$ cat config.mk
export PLATFORM = sky130hd
export DESIGN_NAME = wish_blinky_multi
export DESIGN_NICKNAME = d
export VERILOG_FILES = /design/src/rtl/blinky_pkg.sv /design/src/rtl/blinky_channel.sv /design/src/rtl/wish_blinky_multi.sv
export SDC_FILE = /design/constraint.sdc
export NUM_CORES = 1
export LEC_CHECK = 0
export CAP_MARGIN = 20
export CORE_MARGIN = 3
export CORE_UTILIZATION = 45
export CTS_BUF_LIST = sky130_fd_sc_hd__clkbuf_8
export DETAILED_ROUTE_END_ITERATION = 12
export PLACE_DENSITY = 0.67
export SKIP_CTS_REPAIR_TIMING = 1
export SLEW_MARGIN = 10
export SYNTH_ARGS = -nofsm -noshare
export SYNTH_HDL_FRONTEND = slang
export SYNTH_SLANG_ARGS = --single-unit
$ cat constraint.sdc
create_clock -name CLK_I -period 2 [get_ports CLK_I]
set_input_delay 0.3 -clock CLK_I [delete_from_list [all_inputs] [get_ports CLK_I]]
set_output_delay 0.3 -clock CLK_I [all_outputs]
set_load 0.05 [all_outputs]
$ cat src/rtl/blinky_pkg.sv
// Shared register map for the multi-channel pattern blinker.
// Holds the bus register offsets and the CTRL bit layout.
package blinky_pkg;

    localparam logic REG_MASK = 1'b0;
    localparam logic REG_CTRL = 1'b1;

    localparam int unsigned CTRL_EN      = 0;
    localparam int unsigned CTRL_ONESHOT = 1;
    localparam int unsigned CTRL_DONE    = 2;

    // CTRL read value; bits above DONE read as zero.
    function automatic logic [CTRL_DONE:0] ctrl_word(input logic en,
                                                     input logic oneshot,
                                                     input logic done);
        logic [CTRL_DONE:0] w;
        w               = '0;
        w[CTRL_EN]      = en;
        w[CTRL_ONESHOT] = oneshot;
        w[CTRL_DONE]    = done;
        return w;
    endfunction

endpackage

$ cat src/rtl/blinky_channel.sv
// One LED channel: rotating pattern register, step counter, control bits and
// the registered active-low LED drive.
module blinky_channel
    import blinky_pkg::*;
#(
    parameter int unsigned MASK_W = 8
) (
    input  logic              clk,
    input  logic              rst,
    input  logic              tick,
    input  logic              mask_we,
    input  logic              ctrl_we,
    input  logic [MASK_W-1:0] wdata,
    output logic [MASK_W-1:0] work,
    output logic              en,
    output logic              oneshot,
    output logic              done,
    output logic              led
);

    localparam int unsigned SW = $clog2(MASK_W);
    localparam logic [SW-1:0] LAST = SW'(MASK_W - 1);

    logic [SW-1:0] step;

    // A bus write always wins over a coincident tick for this channel.
    always_ff @(posedge clk) begin
        if (rst) begin
            work    <= '0;
            step    <= '0;
            en      <= 1'b0;
            oneshot <= 1'b0;
            done    <= 1'b0;
            led     <= 1'b1;
        end else if (mask_we) begin
            work <= wdata;
            step <= '0;
            done <= 1'b0;
            led  <= 1'b1;
        end else if (ctrl_we) begin
            en      <= wdata[CTRL_EN];
            oneshot <= wdata[CTRL_ONESHOT];
        end else if (tick) begin
            if (en && !done) begin
                led  <= ~work[MASK_W-1];
                work <= {work[MASK_W-2:0], work[MASK_W-1]};
                step <= (step == LAST) ? '0 : step + 1'b1;
                if (oneshot && (step == LAST)) begin
                    done <= 1'b1;
                end
            end else begin
                led <= 1'b1;
            end
        end
    end

endmodule

$ cat src/rtl/wish_blinky_multi.sv
// Bus-programmable bank of NCH pattern blinkers sharing one step prescaler.
// Single-cycle acknowledged register access; ADR_I[0] selects MASK/CTRL.
module wish_blinky_multi
    import blinky_pkg::*;
#(
    parameter int unsigned NCH      = 4,
    parameter int unsigned MASK_W   = 8,
    parameter int unsigned TICK_DIV = 4000000
) (
    input  logic                 CLK_I,
    input  logic                 RST_I,
    input  logic                 STB_I,
    input  logic                 WE_I,
    input  logic [$clog2(NCH):0] ADR_I,
    input  logic [MASK_W-1:0]    DAT_I,
    output logic [MASK_W-1:0]    DAT_O,
    output logic                 ACK_O,
    output logic [NCH-1:0]       oN_led
);

    localparam int unsigned IW = (NCH > 1) ? $clog2(NCH) : 1;
    localparam int unsigned CW = (TICK_DIV > 1) ? $clog2(TICK_DIV) : 1;

    logic [CW-1:0]     prescale;
    logic              tick;
    logic [IW-1:0]     idx;
    logic              sel_ctrl;
    logic              access;
    logic [MASK_W-1:0] work [NCH];
    logic [NCH-1:0]    en;
    logic [NCH-1:0]    oneshot;
    logic [NCH-1:0]    done;
    logic [NCH-1:0]    mask_we;
    logic [NCH-1:0]    ctrl_we;
    logic [MASK_W-1:0] rdata;

    generate
        if (NCH > 1) begin : g_idx
            assign idx = ADR_I[IW:1];
        end else begin : g_idx_single
            assign idx = '0;
        end
    endgenerate

    assign sel_ctrl = ADR_I[0];
    // A held strobe is accepted only every other cycle, while ACK_O is low.
    assign access   = STB_I & ~ACK_O;
    assign tick     = (prescale == CW'(TICK_DIV - 1));

    // Free-running; bus writes never restart it.
    always_ff @(posedge CLK_I) begin
        if (RST_I) begin
            prescale <= '0;
        end else if (tick) begin
            prescale <= '0;
        end else begin
            prescale <= prescale + 1'b1;
        end
    end

    // Channel indices with no instance decode to nothing: writes vanish, reads give 0.
    always_comb begin
        mask_we = '0;
        ctrl_we = '0;
        rdata   = '0;
        for (int unsigned i = 0; i < NCH; i++) begin
            if (32'(idx) == i) begin
                mask_we[i] = access & WE_I & (sel_ctrl == REG_MASK);
                ctrl_we[i] = access & WE_I & (sel_ctrl == REG_CTRL);
                rdata      = (sel_ctrl == REG_CTRL)
                           ? MASK_W'(ctrl_word(en[i], oneshot[i], done[i]))
                           : work[i];
            end
        end
    end

    always_ff @(posedge CLK_I) begin
        if (RST_I) begin
            ACK_O <= 1'b0;
            DAT_O <= '0;
        end else begin
            ACK_O <= access;
            DAT_O <= (access && !WE_I) ? rdata : '0;
        end
    end

    generate
        for (genvar i = 0; i < NCH; i++) begin : g_ch
            blinky_channel #(
                .MASK_W(MASK_W)
            ) u_channel (
                .clk    (CLK_I),
                .rst    (RST_I),
                .tick   (tick),
                .mask_we(mask_we[i]),
                .ctrl_we(ctrl_we[i]),
                .wdata  (DAT_I),
                .work   (work[i]),
                .en     (en[i]),
                .oneshot(oneshot[i]),
                .done   (done[i]),
                .led    (oN_led[i])
            );
        end
    endgenerate

endmodule

== Word-level counts from Yosys, hierarchy flattened ==
Index checks and enable logic that the tools add are counted.
Storage, ports and cells
  output and inout bits: 13
  logic and storage cells: 152
  bits of input ports: 15
  bits in registers: 91
Cells by class
  reduce and logical (&&, ||, !) cells: 49
  add/subtract/negate cells: 5
  equal/unequal tests: 12
  multiplexer cells: 40
  bitwise logic cells: 19
Operators by type and width (number)
  $mux 8: 24
  $reduce_and 3->1: 8
  $add 22x1->22 const B: 1
  $eq 22x22->1 const B: 1
  $reduce_and 2->1: 8
  $reduce_and 4->1: 4
  $reduce_bool 2->1: 8
  $not 1->1: 15
  $add 3x1->3 const B: 4
  $eq 3x3->1 const B: 4
  $mux 1: 12
  $mux 3: 4
  $reduce_or 2->1: 6
  $logic_and 1x1->1: 9
  $ne 2x1->1 const B: 4
  $logic_not 1->1: 5
  $and 1x1->1: 4
  $eq 2x2->1 const B: 2
  $eq 2x1->1 const B: 1
  $logic_not 2->1: 1

== Longest topological paths before layout ==
Gate-level depths: netlist of run 1.
  depth in word-level cells: 7
  mapped depth: 9
  gate-level depth less buffers: 6

== By module ==
From an unflattened synthesis of run 1, not the netlist that was laid out.
Second synthesis, totals
  cell total of the unflattened synthesis: 467
  area, all modules: 4579.4 µm²
Modules (own cells, without submodules)
  blinky_channel: area each 728.2 µm², cells an instance 73, instances 4
  wish_blinky_multi: area each 1666.6 µm², cells an instance 175, instances 1

== Worst setup path before layout of run 1 ==
No wires, ideal clock.
  path type: reg2reg
  start point: reg ACK_O
  end point: reg g_ch[1].u_channel.step[0]
  stages on the path, launching flop included: 8
  arrival: 1832 ps
  clock period less this slack: 1965 ps
  data required time: 1867 ps
  path buffers: 2
  setup slack: 35 ps
  cells stage by stage: dfxtp_1 and4b_1 buf_6 nand2_1 and4_1 buf_6 mux2i_1 nor3_2
Between the ends
  word-level cells in the longest chain between the ends: 7
  elaborated cells between the ends (all ways): 10
  those cells by class: mux (2); bitwise (6); reduce/logical (2)
RTL lines
  from (decl): RTL line wish_blinky_multi.sv:17  | output logic ACK_O,
  from (signal assigned): RTL line wish_blinky_multi.sv:82  | ACK_O <= access;
  $not 1->1 (*): RTL line wish_blinky_multi.sv:47  | assign access = STB_I & ~ACK_O;
  $and 1x1->1 (*): RTL line wish_blinky_multi.sv:47
  $and 1x1->1 (*): RTL line wish_blinky_multi.sv:68, wish_blinky_multi.sv:69
  $and 1x1->1: RTL line wish_blinky_multi.sv:69  | ctrl_we[i] = access & WE_I & (sel_ctrl == REG_CTRL);
  $mux 1: RTL line wish_blinky_multi.sv:67  | if (32'(idx) == i) begin
  $not 1->1 (no line)
  $reduce_and 3->1 (no line)
  to (signal assigned): RTL line blinky_channel.sv:47  | step <= (step == LAST) ? '0 : step + 1'b1;
  to (decl): RTL line blinky_channel.sv:24  | logic [SW-1:0] step;
Every way passes the cells marked *; elsewhere a longest branch is shown, timed or not.
A chain may end at the register's enable or synchronous reset.

== Worst setup path after layout of run 1 ==
  start point: reg prescale[10]
  end point: reg g_ch[0].u_channel.step[1]
Between the ends
  word-level cells in the longest chain between the ends: 2
RTL lines
  from (decl): RTL line wish_blinky_multi.sv:24  | logic [CW-1:0] prescale;
  from (signal assigned): RTL line wish_blinky_multi.sv:57  | prescale <= prescale + 1'b1;
  $eq 22x22->1: RTL line wish_blinky_multi.sv:48  | assign tick = (prescale == CW'(TICK_DIV - 1));
  $reduce_and 3->1 (no line)
  to (signal assigned): RTL line blinky_channel.sv:47
  to (decl): RTL line blinky_channel.sv:24
No other way between the ends.

==> metrics.txt, run 1 <==
post-layout minimum cycle time=1.97 ns; share of cells above drive strength 1=0.179; VDD IR max=373 uV; initial core utilization=0.471; Worst Path Max Fanout=6; Max Slew Vio Count=0; CTS buffer count=9; total iterations of the first detailed-routing run=4; met2 wire length=4.69 mm; crit share post-route=0.985; DR top layer=met4; DRC=0; per-cell routed wire length=16.0 um; max-capacitance violation count=0; register area share after synthesis=0.411; CP Buf/Inv Count=2; Sequential Area=0.00183 mm2; relative slew slack=0.667; final hold slack=0.455 ns; clk_lat worst skew=0.36 ns; Post-Syn Nets=486; total grt overflow=0; Max Freq=between 0.5 and 0.6 GHz; Post-synth EDFFs=0; Finished Cell Area=0.00528 mm2; Core ar.=0.00942 mm2; placed inst area=0.00501 mm2; hold crit path type=flip-flop to flip-flop; outcome=completed; DRT antenna net count=0; routed vias/inst=approximately 5.5; cell type with the largest total area after synthesis=dfxtp_1; FFs w/ async S/R, synth=0; Setup-failing EPs final=0; CTS H-tree lvls=3; # fillers=850; multi-input logic area=0.00240 mm2; initial DRC count=217; Avg Inst Size Synth=9.60 um2; Clk pin slew, worst setup/hold paths=around 0.08 ns; met3 wire length=568 um; Fin. Hold Viols=0; CP endpoint kind=flip-flop; CTS tree=yes; IO Pins=28; area of the die=0.0111 mm2; synthesized area=between 0.004 and 0.005 mm2; CP max-delay cell=or3b_4; total design power=3.17 mW; Main synth FF type=dfxtp_1; CTS Root Buffer Type=clkbuf_8; Setup Skew=0.00811 ns; gpl congestion=0.878; wire length on met1=4.94 mm; pin count of the biggest net entering global routing=36; crit path DAT=2.21 ns; crit path cell chain=or3b_4 > nor4_4 > buf_4 > and4_4 > buf_12 > mux2i_4 > nor3_2; worst setup path category=flip-flop to flip-flop; PortBufs=27; RSZ-0062 raised after global routing=yes; crit-path leading delay family=simple AND/OR/NAND/NOR gates; # diodes=0; Routed WL=10.3 mm; CP max stage delay=about 0.4 ns; top cells by area, synth=dfxtp_1 41%, mux2i_1 8.8%, mux4_2 5.1%; post-synthesis cell count=between 400 and 500; Startpoint Class=flip-flop; r2r endpoint=g_ch[0].u_channel.step[1]; power density over cell area=about 600 mW/mm2; chip width=around 110 um; post-synth cell types=48; GR Util All Layers=0.190; Synth top area share=0.411; first-pass GRT wire length=16.9 mm; P_leak=2.22 nW; vias=3,539; CP Data Required Time=2.24 ns; crit path launch=prescale[10]; WP depth=7; Sink Count=91; die span in y=105 um; maximum root-to-sink buffer count=2; Area growth syn-to-layout=19.2%; Critical Path End=g_ch[0].u_channel.step[1]; worst-case reg-to-reg path depth=7; flop2flop setup slack=0.03 ns; vias in the first global route=around 3.4k; #FFs+latches synth=91; pin slew with the least headroom to its limit=0.498 ns; reg2reg start=prescale[10]; nets=about 540; yosys warns=0; Rows=35; post-detail-place hpwl=7.53 mm; antenna violations before repair=0
## cells in the final DEF (no fill, tap or decap), types with 8 or more instances in the layout
| master | count |
|---|---|
| a21oi_1 | 30 |
| ha_1 | 9 |
| nand2b_1 | 11 |
| dfxtp_1 | 88 |
| nor2b_1 | 13 |
| nor3_1 | 16 |
| mux2i_1 | 38 |
| nor2_1 | 56 |
| o21ai_0 | 19 |
| nand2_1 | 10 |
| clkbuf_8 | 11 |
| buf_4 | 40 |
| mux4_2 | 10 |
| o31ai_1 | 15 |
| xor2_1 | 11 |
| clkdlybuf4s50_1 | 27 |
| and3_1 | 8 |
| nand3_1 | 13 |
| xnor2_1 | 9 |
## final cells by class
| cell class | instances | share of cell area |
|---|---|---|
| repair buffers | 75 | 0.136 |
| clock inverters | 3 | 0.00308 |
| multi-input cells | 332 | 0.454 |
| clock buffers | 11 | 0.0287 |
| well taps | 129 | 0.0305 |
| inverters | 3 | 0.00213 |
| flip-flops and latches | 91 | 0.345 |
## where the power goes
| group | switching [mW] | internal (mW) |
|---|---|---|
| Clock | 0.596 | 0.499 |
| Combinational | 0.122 | 0.102 |
| Sequential | 0.0166 | 1.83 |
| Total | 0.735 | 2.43 |
## stage by stage
stage,utilization,TNS [ns],setup slack [ns],cells
floorplan,-,0,0.0350,462
global placement,0.532,-2.52,-0.121,625
detailed placement,0.532,-3.60,-0.159,625
CTS,0.550,-1.53,-0.110,639
global route,0.561,-0.0591,-0.0165,644
finish,0.561,0,0.0301,644
## how the worst min path moves through the flow
stage	endpoint	start	slack (ns)	cells after the start
2_1_floorplan	prescale[0]	prescale[0]	0.42	1
3_3_place_gp	prescale[0]	prescale[0]	0.43	1
3_5_place_dp	prescale[0]	prescale[0]	0.45	1
4_1_cts	prescale[0]	prescale[0]	0.46	1
5_1_grt	prescale[0]	prescale[0]	0.48	1
6_report	prescale[0]	prescale[0]	0.46	1
## Yosys cell counts, types with 2 or more instances
cell,number
buf_2,15
inv_1,2
nand4_1,4
o22ai_1,7
dfxtp_1,91
xnor2_1,9
a31oi_1,4
xor2_1,11
nor3_2,2
nand3_1,13
mux2i_1,39
clkbuf_1,8
and3_1,8
nand2_1,10
or2_1,2
nor2_1,56
nand2b_1,11
ha_1,9
nor2b_1,13
o31ai_1,15
or2_0,2
a21oi_1,30
and2_1,5
nor4_1,2
and4_1,7
or2_2,2
and4_4,2
o211ai_1,4
mux4_2,10
buf_6,7
nor3_1,16
buf_4,5
o21ai_0,19
o211a_1,7
and4b_1,2
## registers in the layout, indices dropped and copies added (netlist names)
register	cells
g_ch.u_channel.work	32
prescale	22
g_ch.u_channel.step	12
DAT_O	8
g_ch.u_channel.done	4
g_ch.u_channel.en	4
g_ch.u_channel.led	4
g_ch.u_channel.oneshot	4
ACK_O	1
## metal layers
| metal | vias to the layer above | track usage |
|---|---|---|
| li1 | 1750 | - |
| met1 | 1702 | 0.262 |
| met2 | 80 | 0.301 |
| met3 | 7 | 0.0392 |
| met4 | 0 | 0.0515 |
| met5 | - | 0 |
## kinds of logic after synthesis
family | Yosys count | share of synthesized area
mux | 49 | 0.139
simple gates | 167 | 0.210
flops | 91 | 0.411
buf+inv | 39 | 0.0533
xor+xnor | 20 | 0.0395
compound gates | 87 | 0.122
fa+ha+maj | 9 | 0.0254
Power figures use the tool's default switching activity.
==> run 2, diff against run 1 <==
--- a/config.mk
+++ b/config.mk
@@ -9,6 +9,7 @@
 export CORE_MARGIN = 3
 export CORE_UTILIZATION = 45
 export CTS_BUF_LIST = sky130_fd_sc_hd__clkbuf_8
+export CTS_CLUSTER_DIAMETER = 120
 export DETAILED_ROUTE_END_ITERATION = 12
 export PLACE_DENSITY = 0.67
 export SKIP_CTS_REPAIR_TIMING = 1
==> results of run 2 <==
Final layout, timing and power as in run 1 (identical DEF).
==> run 3, diff against run 2 <==
--- a/config.mk
+++ b/config.mk
@@ -5,6 +5,7 @@
 export SDC_FILE = /design/constraint.sdc
 export NUM_CORES = 1
 export LEC_CHECK = 0
+export ABC_AREA = 1
 export CAP_MARGIN = 20
 export CORE_MARGIN = 3
 export CORE_UTILIZATION = 45
==> run 3 against run 2 <==
Against the previous run:
- via count increased by 39%
- synthesized cell count increased by 68%
- final cell count increased by 51%
- worst hold slack improved by 0.0078 ns
- sequential cell count unchanged
- maximum frequency increased by 4.6%
- clock skew increased by 0.0072 ns
- sequential share of layout area decreased by 3.3 points
- clock power increased by 10%
- sequential power about the same
- combinational power increased by 25%
- critical path depth decreased by 6
- critical endpoint is now ACK_O
- largest power group unchanged
==> metrics.txt, run 3 <==
power density over cell area=571 mW/mm2 (was 599 mW/mm2); Most flops, register=g_ch.u_channel.work (unchanged); clk_lat worst skew=0.38 ns (was 0.36 ns); max FFs per register=32 (unchanged); PortBufs=27 (unchanged); Setup-failing EPs final=0 (unchanged); post-layout minimum cycle time=1.88 ns (was 1.97 ns); pin count of the biggest net entering global routing=32 (was 36); Startpoint Class=flip-flop (unchanged); Core ar.=0.0106 mm2 (was 0.00942 mm2); max-capacitance violation count=0 (unchanged); outcome=completed (unchanged); routed vias/inst=5.08 (was 5.50); Max Slew Vio Count=0 (unchanged); relative slew slack=0.664 (was 0.667); pin slew with the least headroom to its limit=0.502 ns (was 0.498 ns); share of cells above drive strength 1=0.101 (was 0.179); CTS H-tree lvls=3 (unchanged); Critical Path End=ACK_O (was g_ch[0].u_channel.step[1]); P_leak=2.53 nW (was 2.22 nW); top cells by count, synth=213 x nand2_1, 124 x nor2_1, 91 x dfxtp_1, 91 x inv_1, 54 x a21oi_1 (was 91 x dfxtp_1, 56 x nor2_1, 39 x mux2i_1); placed inst area=0.00564 mm2 (was 0.00501 mm2); worst-case reg-to-reg path depth=10 (was 7); CP Data Required Time=1.70 ns (was 2.24 ns); Avg Inst Size Synth=6.43 um2 (was 9.60 um2); post-synthesis cell count=774 (was 462); VDD IR max=706 uV (was 373 uV); top cells by area, synth=dfxtp_1 37%, nand2_1 16%, nor2_1 9.4% (was dfxtp_1 41%, mux2i_1 8.8%, mux4_2 5.1%); Worst Path Max Fanout=4 (was 6); CTS tree=yes (unchanged); CP max-delay cell=clkdlybuf4s50_1 (was or3b_4); die span in y=111 um (was 105 um); register area share after synthesis=0.366 (was 0.411); post-detail-place hpwl=10.0 mm (was 7.53 mm); Main synth FF type=dfxtp_1 (unchanged); Setup TNS=0 ns (unchanged); CTS Root Buffer Type=clkbuf_8 (unchanged); Top Registers=g_ch.u_channel.work x32, prescale x22, g_ch.u_channel.step x12 (unchanged); flop2flop setup slack=0.21 ns (was 0.03 ns); Hold Crit Depth=1 (unchanged); WP depth=1 (was 7); Finished Cell Area=0.00583 mm2 (was 0.00528 mm2); r2r endpoint=g_ch[0].u_channel.work[0] (was g_ch[0].u_channel.step[1]); crit-path leading delay family=buffers and inverters (was simple AND/OR/NAND/NOR gates); total design power=3.33 mW (was 3.17 mW); GR Util All Layers=0.219 (was 0.190); vias=4,936 (was 3,539); Rows=37 (was 35); Fin. Hold Viols=0 (unchanged); DRC=0 (unchanged); Setup Skew=0.0153 ns (was 0.00811 ns); Post-Syn Nets=798 (was 486); per-cell routed wire length=13.5 um (was 16.0 um); CTS buffer count=9 (unchanged); final hold slack=0.463 ns (was 0.455 ns); Placed Cells=956 (was 625); gpl congestion=0.932 (was 0.878); CP endpoint kind=primary output (was flip-flop); reg2reg start=prescale[0] (was prescale[10]); maximum root-to-sink buffer count=2 (unchanged); Area growth syn-to-layout=17.2% (was 19.2%); initial core utilization=0.471 (about the same); Synth top area share=0.366 (was 0.411); crit path cell chain=clkdlybuf4s50_1 (was or3b_4 > nor4_4 > buf_4 > and4_4 > buf_12 > mux2i_4 > nor3_2); FFs w/ async S/R, synth=0 (unchanged); Clk pin slew, worst setup/hold paths=0.09 ns (was 0.08 ns); worst setup path category=flip-flop to primary output (was flip-flop to flip-flop); chip width=111 um (was 105 um); crit path DAT=1.58 ns (was 2.21 ns); Max Freq=0.531 GHz (was 0.508 GHz); commonest non-fill, non-tap cell in the layout=nand2_1 (was dfxtp_1); synthesized area=0.00498 mm2 (was 0.00443 mm2); cell type with the largest total area after synthesis=dfxtp_1 (unchanged); post-synth cell types=31 (was 48); area of the die=0.0124 mm2 (was 0.0111 mm2); total iterations of the first detailed-routing run=6 (was 4); Final Non-Filler Cells=971 (was 644); crit path launch=ACK_O (was prescale[10]); total grt overflow=0 (unchanged); # diodes=0 (unchanged); CP max stage delay=0.82 ns (was 0.40 ns); initial DRC count=335 (was 217); DRT antenna net count=0 (unchanged); Sink Count=91 (unchanged); IO Pins=28 (unchanged); yosys warns=0 (unchanged); Post-synth EDFFs=0 (unchanged); #FFs+latches synth=91 (unchanged); hold crit path type=flip-flop to flip-flop (unchanged); RSZ-0062 raised after global routing=no (was yes); top-count cell post-synth=nand2_1 (was dfxtp_1); vias in the first global route=4,638 (was 3,405); CP Buf/Inv Count=1 (was 2); most frequent cells in the layout=213 x nand2_1, 124 x nor2_1, 94 x inv_1 (was 88 x dfxtp_1, 56 x nor2_1, 40 x buf_4); crit share post-route=0.941 (was 0.985); Routed WL=13.1 mm (was 10.3 mm); antenna violations before repair=0 (unchanged); nets=855 (was 536); first-pass GRT wire length=22.1 mm (was 16.9 mm)
==> run 3: cell count changes in the layout (fill, tap and decap cells not counted), sizes merged, moves of 9 or more <==
cell	before	now
nor2b	13	0
a21oi	30	56
and4	9	0
nand3	14	55
nor2	57	135
nand2b	11	0
mux2i	39	0
o21ai	19	46
inv	3	97
o31ai	15	0
nand2	11	219
mux4	10	0
==> run 3: cells by family (layout without fill, tap and decap cells) <==
group                    count (synthesis)  in the layout  share of synthesized area
AND/OR/NAND/NOR                        435            435                      0.375
buffers and inverters                  120            181                      0.101
AO/OA/AOI/OAI                          111            111                      0.121
flip-flops                              91             91                      0.366
adder cells (fa/ha/maj)                  9              9                     0.0226
XOR/XNOR                                 8              8                     0.0141
==> run 3: final cells by class <==
type	count	area (um2)
clock buffer	9	124
clock inverter	6	51.3
fill	1044	4720
inverter	95	357
multi-input combinational	563	2670
sequential	91	1820
tap	136	170
timing repair buffer	71	638
==> run 3: worst min path at each step <==
stage	slack [ns]	startpoint	endpoint
6_report	0.46	prescale[0]	prescale[0]
5_1_grt	0.49	prescale[0]	prescale[0]
4_1_cts	0.46	prescale[0]	prescale[0]
3_5_place_dp	0.44	prescale[0]	prescale[0]
3_3_place_gp	0.43	prescale[0]	prescale[0]
2_1_floorplan	0.42	prescale[0]	prescale[0]
==> run 3: power by group <==
| part | switching, mW | leakage [nW] | internal [mW] | total [mW] |
|---|---|---|---|---|
| clock network | 0.660 | 0.103 | 0.554 | 1.21 |
| registers | 0.00939 | 0.734 | 1.82 | 1.83 |
| logic | 0.177 | 1.69 | 0.104 | 0.281 |
| total | 0.847 | 2.53 | 2.48 | 3.33 |
==> run 3: metal layers <==
| metal | up-vias | global-route usage | part of all wire | routed length (um) |
|---|---|---|---|---|
| met3 | 15 | 0.0448 | 0.046 | 602 |
| li1 | 2563 | - | - | - |
| met4 | 0 | 0.0624 | 0.016 | 205 |
| met1 | 2247 | 0.285 | 0.47 | 6110 |
| met2 | 111 | 0.368 | 0.47 | 6220 |
| met5 | - | 0 | 0 | 0 |
==> run 3: stage by stage <==
step / setup slack, ns / util
after floorplan: 0.224 / -
after global placement: -0.0176 / 0.534
after detailed placement: -0.0493 / 0.534
after CTS: 0.0713 / 0.551
after global routing: 0.0247 / 0.552
final: 0.118 / 0.552
